## src/rtl/instr_fetch_unit.sv

```systemverilog
// Instruction fetch unit: issues word-aligned fetches under a credit limit,
// buffers in-order responses with their PCs, and flushes on redirect.
module instr_fetch_unit #(
  parameter logic [31:0] RESET_PC = 32'h0000_0000,
  parameter int          DEPTH    = 4
) (
  input  logic        clk,
  input  logic        rst_n,
  input  logic        redirect_valid,
  input  logic [31:0] redirect_pc,
  output logic        imem_req_valid,
  input  logic        imem_req_ready,
  output logic [31:0] imem_req_addr,
  input  logic        imem_rsp_valid,
  input  logic [31:0] imem_rsp_data,
  output logic        inst_valid,
  input  logic        inst_ready,
  output logic [31:0] inst_data,
  output logic [31:0] inst_pc
);

  localparam int PW = $clog2(DEPTH);
  localparam int CW = PW + 1;
  localparam logic [CW:0] DEPTH_W = (CW + 1)'(DEPTH);

  logic [31:0]   fetch_pc_q, fetch_pc_d;
  logic [31:0]   rsp_pc_q, rsp_pc_d;
  logic [CW-1:0] outstanding_q, outstanding_d;
  logic [CW-1:0] drop_q, drop_d;
  logic [CW-1:0] count_q, count_d;
  logic [PW-1:0] wr_ptr_q, wr_ptr_d;
  logic [PW-1:0] rd_ptr_q, rd_ptr_d;
  logic [31:0]   fifo_pc_q [DEPTH];
  logic [31:0]   fifo_pc_d [DEPTH];
  logic [31:0]   fifo_data_q [DEPTH];
  logic [31:0]   fifo_data_d [DEPTH];

  logic          req_fire;
  logic          rsp_accept;
  logic          rsp_drop;
  logic          push;
  logic          pop;
  logic [CW:0]   credit_used;
  logic [CW-1:0] out_after_rsp;
  logic [CW:0]   drop_sum;
  logic [31:0]   redirect_aligned;

  // Buffered entries count against the same credit as in-flight requests,
  // which is what keeps the FIFO from ever overflowing.
  assign credit_used      = {1'b0, outstanding_q} + {1'b0, count_q};
  assign imem_req_valid   = rst_n && !redirect_valid && (credit_used < DEPTH_W);
  assign imem_req_addr    = fetch_pc_q;
  assign req_fire         = imem_req_valid && imem_req_ready;

  assign rsp_accept       = imem_rsp_valid && (outstanding_q != '0);
  assign rsp_drop         = rsp_accept && (drop_q != '0);
  assign push             = rsp_accept && !rsp_drop && !redirect_valid;

  assign inst_valid       = (count_q != '0) && !redirect_valid;
  assign inst_data        = fifo_data_q[rd_ptr_q];
  assign inst_pc          = fifo_pc_q[rd_ptr_q];
  assign pop              = inst_valid && inst_ready;

  assign redirect_aligned = redirect_pc & 32'hFFFF_FFFC;
  assign out_after_rsp    = outstanding_q - CW'(rsp_accept);
  assign drop_sum         = {1'b0, out_after_rsp} + {1'b0, drop_q};

  always_comb begin
    fetch_pc_d    = fetch_pc_q;
    rsp_pc_d      = rsp_pc_q;
    outstanding_d = outstanding_q + CW'(req_fire) - CW'(rsp_accept);
    drop_d        = drop_q;
    count_d       = count_q;
    wr_ptr_d      = wr_ptr_q;
    rd_ptr_d      = rd_ptr_q;
    fifo_pc_d     = fifo_pc_q;
    fifo_data_d   = fifo_data_q;

    if (redirect_valid) begin
      fetch_pc_d = redirect_aligned;
      rsp_pc_d   = redirect_aligned;
      count_d    = '0;
      wr_ptr_d   = '0;
      rd_ptr_d   = '0;
      // Every response still in flight after this cycle belongs to the old path.
      drop_d     = (drop_sum > {1'b0, out_after_rsp}) ? out_after_rsp : drop_sum[CW-1:0];
    end else begin
      if (req_fire) begin
        fetch_pc_d = fetch_pc_q + 32'd4;
      end
      if (rsp_drop) begin
        drop_d = drop_q - CW'(1);
      end
      if (push) begin
        fifo_pc_d[wr_ptr_q]   = rsp_pc_q;
        fifo_data_d[wr_ptr_q] = imem_rsp_data;
        wr_ptr_d              = wr_ptr_q + PW'(1);
        rsp_pc_d              = rsp_pc_q + 32'd4;
      end
      if (pop) begin
        rd_ptr_d = rd_ptr_q + PW'(1);
      end
      count_d = count_q + CW'(push) - CW'(pop);
    end
  end

  always_ff @(posedge clk or negedge rst_n) begin
    if (!rst_n) begin
      fetch_pc_q    <= RESET_PC;
      rsp_pc_q      <= RESET_PC;
      outstanding_q <= '0;
      drop_q        <= '0;
      count_q       <= '0;
      wr_ptr_q      <= '0;
      rd_ptr_q      <= '0;
      for (int i = 0; i < DEPTH; i++) begin
        fifo_pc_q[i]   <= '0;
        fifo_data_q[i] <= '0;
      end
    end else begin
      fetch_pc_q    <= fetch_pc_d;
      rsp_pc_q      <= rsp_pc_d;
      outstanding_q <= outstanding_d;
      drop_q        <= drop_d;
      count_q       <= count_d;
      wr_ptr_q      <= wr_ptr_d;
      rd_ptr_q      <= rd_ptr_d;
      fifo_pc_q     <= fifo_pc_d;
      fifo_data_q   <= fifo_data_d;
    end
  end

endmodule

```

## config.mk

```make
export PLATFORM = sky130hd
export DESIGN_NAME = instr_fetch_unit
export DESIGN_NICKNAME = d
export VERILOG_FILES = /design/src/rtl/instr_fetch_unit.sv
export SDC_FILE = /design/constraint.sdc
export NUM_CORES = 1
export LEC_CHECK = 0
export BUFFER_PORTS_ARGS = -buffer_cell sky130_fd_sc_hd__buf_4
export CORE_MARGIN = 5
export CORE_UTILIZATION = 50
export CTS_CLUSTER_DIAMETER = 40
export DETAILED_ROUTE_END_ITERATION = 10
export PLACE_DENSITY_LB_ADDON = 0.15
export SLEW_MARGIN = 25
export SYNTH_ARGS = -nofsm -noshare
export SYNTH_HDL_FRONTEND = slang
export SYNTH_SLANG_ARGS = --single-unit
```

## constraint.sdc

```tcl
create_clock -name clk -period 3.9 [get_ports clk]
set_input_delay 1.17 -clock clk [delete_from_list [all_inputs] [get_ports clk]]
set_output_delay 1.17 -clock clk [all_outputs]
set_load 0.005 [all_outputs]
```

==> reports/metrics.yaml, run 1 <==
synthesis:
  ys_seq_area_frac: 0.534
  post-synth-top-area-fraction: 0.534
  avgSynthCellArea_sq_um: 14.0
  netlist_area_sq_um: 15000
  yosys_warnings: 0
  ys_ff_latch: 321
  synth_flop_cell: "dfrtp_1"
  synthTopCellsByArea: "dfrtp_1, mux2_2, mux4_2"
  synth_edf_count: 0
  syn_inst: 1077
  ys_types: 57
  yosysTopAreaCell: "dfrtp_1"
  synthArstFlopShare: 1.00
placement:
  placed_cell_area_sq_um: 16700
  post-dp-hpwl_microns: 22000
  port_buffers: 161
  dp_slack_ps: 77.5
  gp_congestion: 0.822
timing:
  hold_viol: 0
  setup_viol: 0
  rsz0062_at_grt: "no"
  finalCriticalPeriod_ps: 3490
  timing.fmax_mhz: 287
  tightest_slew_ps: 953
  fin_worst_skew_ps: 21.3
  setup_tns_ps: 0
  period_share: 0.895
  slew-limit-headroom: 0.365
  setup_slack_ps: 411
  maxSlewViolCount: 0
final_layout:
  layout_commonest_cell: "dfrtp_1"
  synthToLayoutAreaGrowth_pct: 22.8
  fill_cells: 2297
  drive_gt1_frac: 0.474
  final_cell_mix: "dfrtp_1, mux2_2, buf_4, mux4_2, clkbuf_16"
  layout.nets: 1341
  finalInstanceArea_sq_um: 18500
  num_antenna_cells: 0
power_and_ir_drop:
  max-vdd-ir-drop_mv: 0.309
  power.density_nw_per_um2: 638
  finalPower_uw: 11800
  leakage_uw: 0.00851
drt:
  dr.pass1.iters: 4
  vias: 9503
  drc: 0
  avgViaCountPerCell: 5.67
  drt_iter0_markers: 491
  wl_per_cell_microns: 20.5
  routed_wl_microns: 34300
  ant_nets: 0
job:
  max_cap_violations: 0
critical_path:
  worstSetupEndpointType: "output port"
  path_delay_family: "flip-flops"
  cpMaxStageDelayCell: "dfrtp_4"
  max_stage_delay_ps: 720
  cp-start-kind: "register"
  worstSetupPathType: "reg2out"
  critPathLaunch: "rd_ptr_q[0]"
  cp.arrival_ps: 2320
  crit_chain: "buf_4 > mux4_2 > buf_4"
  critPathMaxFanout: 19
  cp.depth: 3
  reg2regPathDepth: 13
  reg2reg_from: "outstanding_q[2]"
  crit_buf_inv: 2
  required_ps: 2730
  cpMostUsedCell: "buf_4"
clock_tree:
  clock-sinks: 321
  holdBufCountCts: 0
  cts_tree: "yes"
  postCtsResizedCells: 0
  clkLatencyLatePin_ps: 540
  clock_path_buffers: 3
  cts_inserted_buffers: 48
  cts.htree.levels: 2
  path_clk_slew_ps: 60
  cts_setup_buffers: 0
  cts_root_buffer: "clkbuf_16"
die:
  rows: 63
  core-area_sq_um: 29600
  start_util: 0.507
  die_w_microns: 183
  die_area_sq_um: 33600
  ios: 168
  die_h_microns: 183
min_path:
  hold_path.startpoint: "fifo_pc_q[19]"
  hold_depth: 1
  min_path_type: "reg2reg"
outcome:
  status: "finished, final reports clean"
global_routing:
  overflow: 0
  grt_pass1_vias: 10300
  grt_max_degree: 161
  track_usage: 0.208
  antenna_found_initial: 0
  grt_first_pass_wirelength_microns: 56800
==> routing by layer <==
| metal | wire length [microns] | share of wire | GRT usage |
|---|---|---|---|
| met1 | 16000 | 0.47 | 0.312 |
| met2 | 15900 | 0.46 | 0.320 |
| met3 | 1860 | 0.054 | 0.0383 |
| met4 | 514 | 0.015 | 0.0471 |
| met5 | 0 | 0 | 0 |
==> kinds of logic after synthesis <==
family / count (synthesis) / synth area share
mux: 322 / 0.288
xor+xnor: 43 / 0.0251
fa+ha+maj: 24 / 0.0208
buf+inv: 97 / 0.0281
flops: 321 / 0.534
simple gates: 177 / 0.0619
other cells: 1 / 0.000249
compound gates: 92 / 0.0417
==> report_power, final <==
| group | leakage (uW) | internal (uW) | switching [uW] |
|---|---|---|---|
| registers | 0.00426 | 3880 | 441 |
| logic | 0.00343 | 1790 | 1210 |
| clock network | 0.000817 | 2850 | 1600 |
==> cell type report <==
type	count	area (sq um)	area share
Multi-Input combinational cell	662	6590	0.357
Inverter	28	105	0.00569
Sequential cell	321	8040	0.435
Tap cell	390	488	0.0264
Clock inverter	30	385	0.0209
Timing Repair Buffer	187	1530	0.0828
Clock buffer	58	1320	0.0716
==> worst paths after layout <==
kind | to | slack (ps)
max | inst_pc[4] | 410
min | fifo_pc_q[19] | 500
max reg2reg | drop_q[0] | 700
min reg2reg | fifo_pc_q[19] | 500
max in group asynchronous | fifo_data_q[84] | 1760
min in group asynchronous | fifo_pc_q[126] | 740
==> synthesized netlist by cell type, types with 3 or more instances <==
cell / instances
a21oi_1: 10
a31oi_1: 4
and2_1: 9
and3_1: 6
buf_1: 9
buf_2: 29
buf_4: 4
clkbuf_1: 26
dfrtp_1: 321
ha_1: 21
inv_1: 27
mux2_2: 257
mux4_2: 62
nand2_1: 49
nand2b_1: 4
nand3_1: 34
nand4_1: 14
nor2_1: 23
nor2b_1: 3
nor3_1: 9
nor4_1: 7
o211ai_1: 20
o21ai_0: 33
o311ai_0: 12
or3_1: 3
xnor2_1: 17
xor2_1: 26
==> flip-flops by register name (all words and copies together) (netlist names) <==
name,flops
fifo_data_q,128
fifo_pc_q,120
imem_req_addr,30
rsp_pc_q,30
count_q,3
drop_q,3
outstanding_q,3
rd_ptr_q,2
wr_ptr_q,2
==> worst reg2reg max path, stage by stage (launching register included) <==
cell	delay, ps
dfrtp_1	450
o31ai_2	310
inv_1	90
ha_1	190
ha_1	320
xnor2_1	150
ha_1	180
a21oi_1	150
xnor2_1	180
ha_1	280
o21ai_0	80
a22oi_1	130
or2_2	350
a311oi_1	260
==> metrics by stage <==
step,util,cells,hold WS [ps]
after floorplan,-,1080,475
after global placement,0.565,1588,484
after detailed placement,0.565,1588,491
after CTS,0.623,1676,503
after global routing,0.623,1676,510
final,0.623,1676,500
(Power assumes the default switching activity.)
==> run 2, diff against run 1 <==
CORE_UTILIZATION = 59   (was 50)
GPL_ROUTABILITY_DRIVEN = 0   (was unset)
==> reports/metrics.yaml, run 2 (synthesis results as in run 1) <==
critical_path:
  reg2reg_from: "outstanding_q[2]"
  cp.depth: 3
  worstSetupEndpointType: "output port"
  cpMaxStageDelayCell: "dfrtp_4"
  crit_chain: "buf_12 > mux4_2 > buf_4"
  cp-start-kind: "register"
  cp.arrival_ps: 2220
  worstSetupPathType: "reg2out"
  critPathLaunch: "rd_ptr_q[0]"
  required_ps: 2730
  cp-endpoint: "inst_data[21]"
  crit_buf_inv: 2
  critPathMaxFanout: 28
  r2r_slack_ps: 690
  path_delay_family: "flip-flops"
  reg2regPathDepth: 13
  max_stage_delay_ps: 640
  r2r-end: "drop_q[0]"
drt:
  wl_met2_microns: 16200
  top_layer_used: "met4"
  avgViaCountPerCell: 6.05
  met1_length_microns: 14900
  routed-wl-met3_microns: 1840
  drc: 0
  dr.pass1.iters: 4
  drt_iter0_markers: 671
  ant_nets: 0
  vias: 9751
  routed_wl_microns: 33800
  wl_per_cell_microns: 21.0
final_layout:
  final_cell_mix: "dfrtp_1, mux2_2, buf_4, mux4_2, nand2_1"
  drive_gt1_frac: 0.471
  top_regs: "fifo_data_q: 128 flops, fifo_pc_q: 120 flops"
  finalInstanceArea_sq_um: 18400
  num_antenna_cells: 0
  top_register: "fifo_data_q"
  largest_reg_flops: 128
  layout_commonest_cell: "dfrtp_1"
  synthToLayoutAreaGrowth_pct: 22.1
  layout.nets: 1339
power_and_ir_drop:
  power.internal_uw: 8630
  swShare: 0.272
  p_clk_frac: 0.380
  power.density_nw_per_um2: 646
  pwr-share-seq: 0.365
  p_comb_frac: 0.255
  max-vdd-ir-drop_mv: 0.431
  leakage_uw: 0.00850
  p_sw_uw: 3220
clock_tree:
  cts_setup_buffers: 0
  postCtsResizedCells: 0
  clock_path_buffers: 3
  clock-sinks: 321
  cts_root_buffer: "clkbuf_16"
  cts.htree.levels: 2
  holdBufCountCts: 0
  cts_tree: "yes"
  path_clk_slew_ps: 50
  clkLatencyLatePin_ps: 530
  cts_inserted_buffers: 46
die:
  die_w_microns: 170
  die_h_microns: 170
  core-area_sq_um: 25100
  ios: 168
  die_area_sq_um: 28800
  rows: 58
  start_util: 0.599
timing:
  hold_viol: 0
  fin_worst_skew_ps: 12.5
  rsz0062_at_grt: "no"
  tightest_slew_ps: 955
  setup_viol: 0
  timing.fmax_mhz: 295
  slew-limit-headroom: 0.363
  finalCriticalPeriod_ps: 3390
  maxSlewViolCount: 0
  setup_tns_ps: 0
  period_share: 0.869
placement:
  placed_cell_area_sq_um: 16700
  port_buffers: 161
  post-dp-hpwl_microns: 21600
global_routing:
  grt_first_pass_wirelength_microns: 55400
  grt_pass1_vias: 10400
  antenna_found_initial: 0
  grt_max_degree: 178
  overflow: 0
  track_usage: 0.239
job:
  max_cap_violations: 0
min_path:
  min_path_type: "reg2reg"
  hold_depth: 1
outcome:
  status: "finished, final reports clean"
[run 2: cell count changes in the layout (fill, tap and decap cells not counted)]
cell,change
bufinv_16,+4
clkbuf_16,-3
clkinv_4,-3
clkinvlp_4,-2
buf_4,+1
buf_6,-1
clkbuf_1,+1
clkbuf_8,-1
clkinv_8,-1
[run 2: how the worst min path moves through the flow]
stage / from / end / slack [ps]
floorplan: fifo_data_q[32] / fifo_data_q[32] / 480
global placement: fifo_pc_q[73] / fifo_pc_q[73] / 480
detailed placement: fifo_pc_q[54] / fifo_pc_q[54] / 490
CTS: fifo_pc_q[54] / fifo_pc_q[54] / 500
global route: fifo_pc_q[8] / fifo_pc_q[8] / 510
finish: fifo_data_q[24] / fifo_data_q[24] / 500
[run 2: cell type report]
class	instances	area [sq um]
multi-input combinational	662	6590
fill	1654	6750
sequential	321	8040
clock inverter	28	448
tap	330	413
clock buffer	55	1240
timing repair buffer	187	1520
inverter	28	105
[run 2: power by group through the flow]
stage | clock network (uW) | registers [uW] | logic [uW]
after detailed placement | 0 | 4360 | 3050
final | 4510 | 4320 | 3020
after global placement | 0 | 4340 | 2960
after global routing | 4730 | 4400 | 3340
after floorplan | 0 | 4190 | 1900
after CTS | 4580 | 4320 | 3070
[run 2: stage by stage]
stage,setup slack [ps],power [uW],utilization,hold WS (ps),instances
floorplan,220,6090,-,475,1080
global placement,156,7290,0.664,484,1528
detailed placement,75.9,7420,0.664,490,1528
CTS,446,12000,0.731,503,1611
global route,393,12500,0.731,510,1611
finish,513,11800,0.731,498,1611
[run 2: metal layers]
metal / global-route usage / up-vias
met5: 0 / -
met4: 0.0777 / 0
met3: 0.0366 / 58
met2: 0.385 / 328
met1: 0.339 / 5044
li1: - / 4321
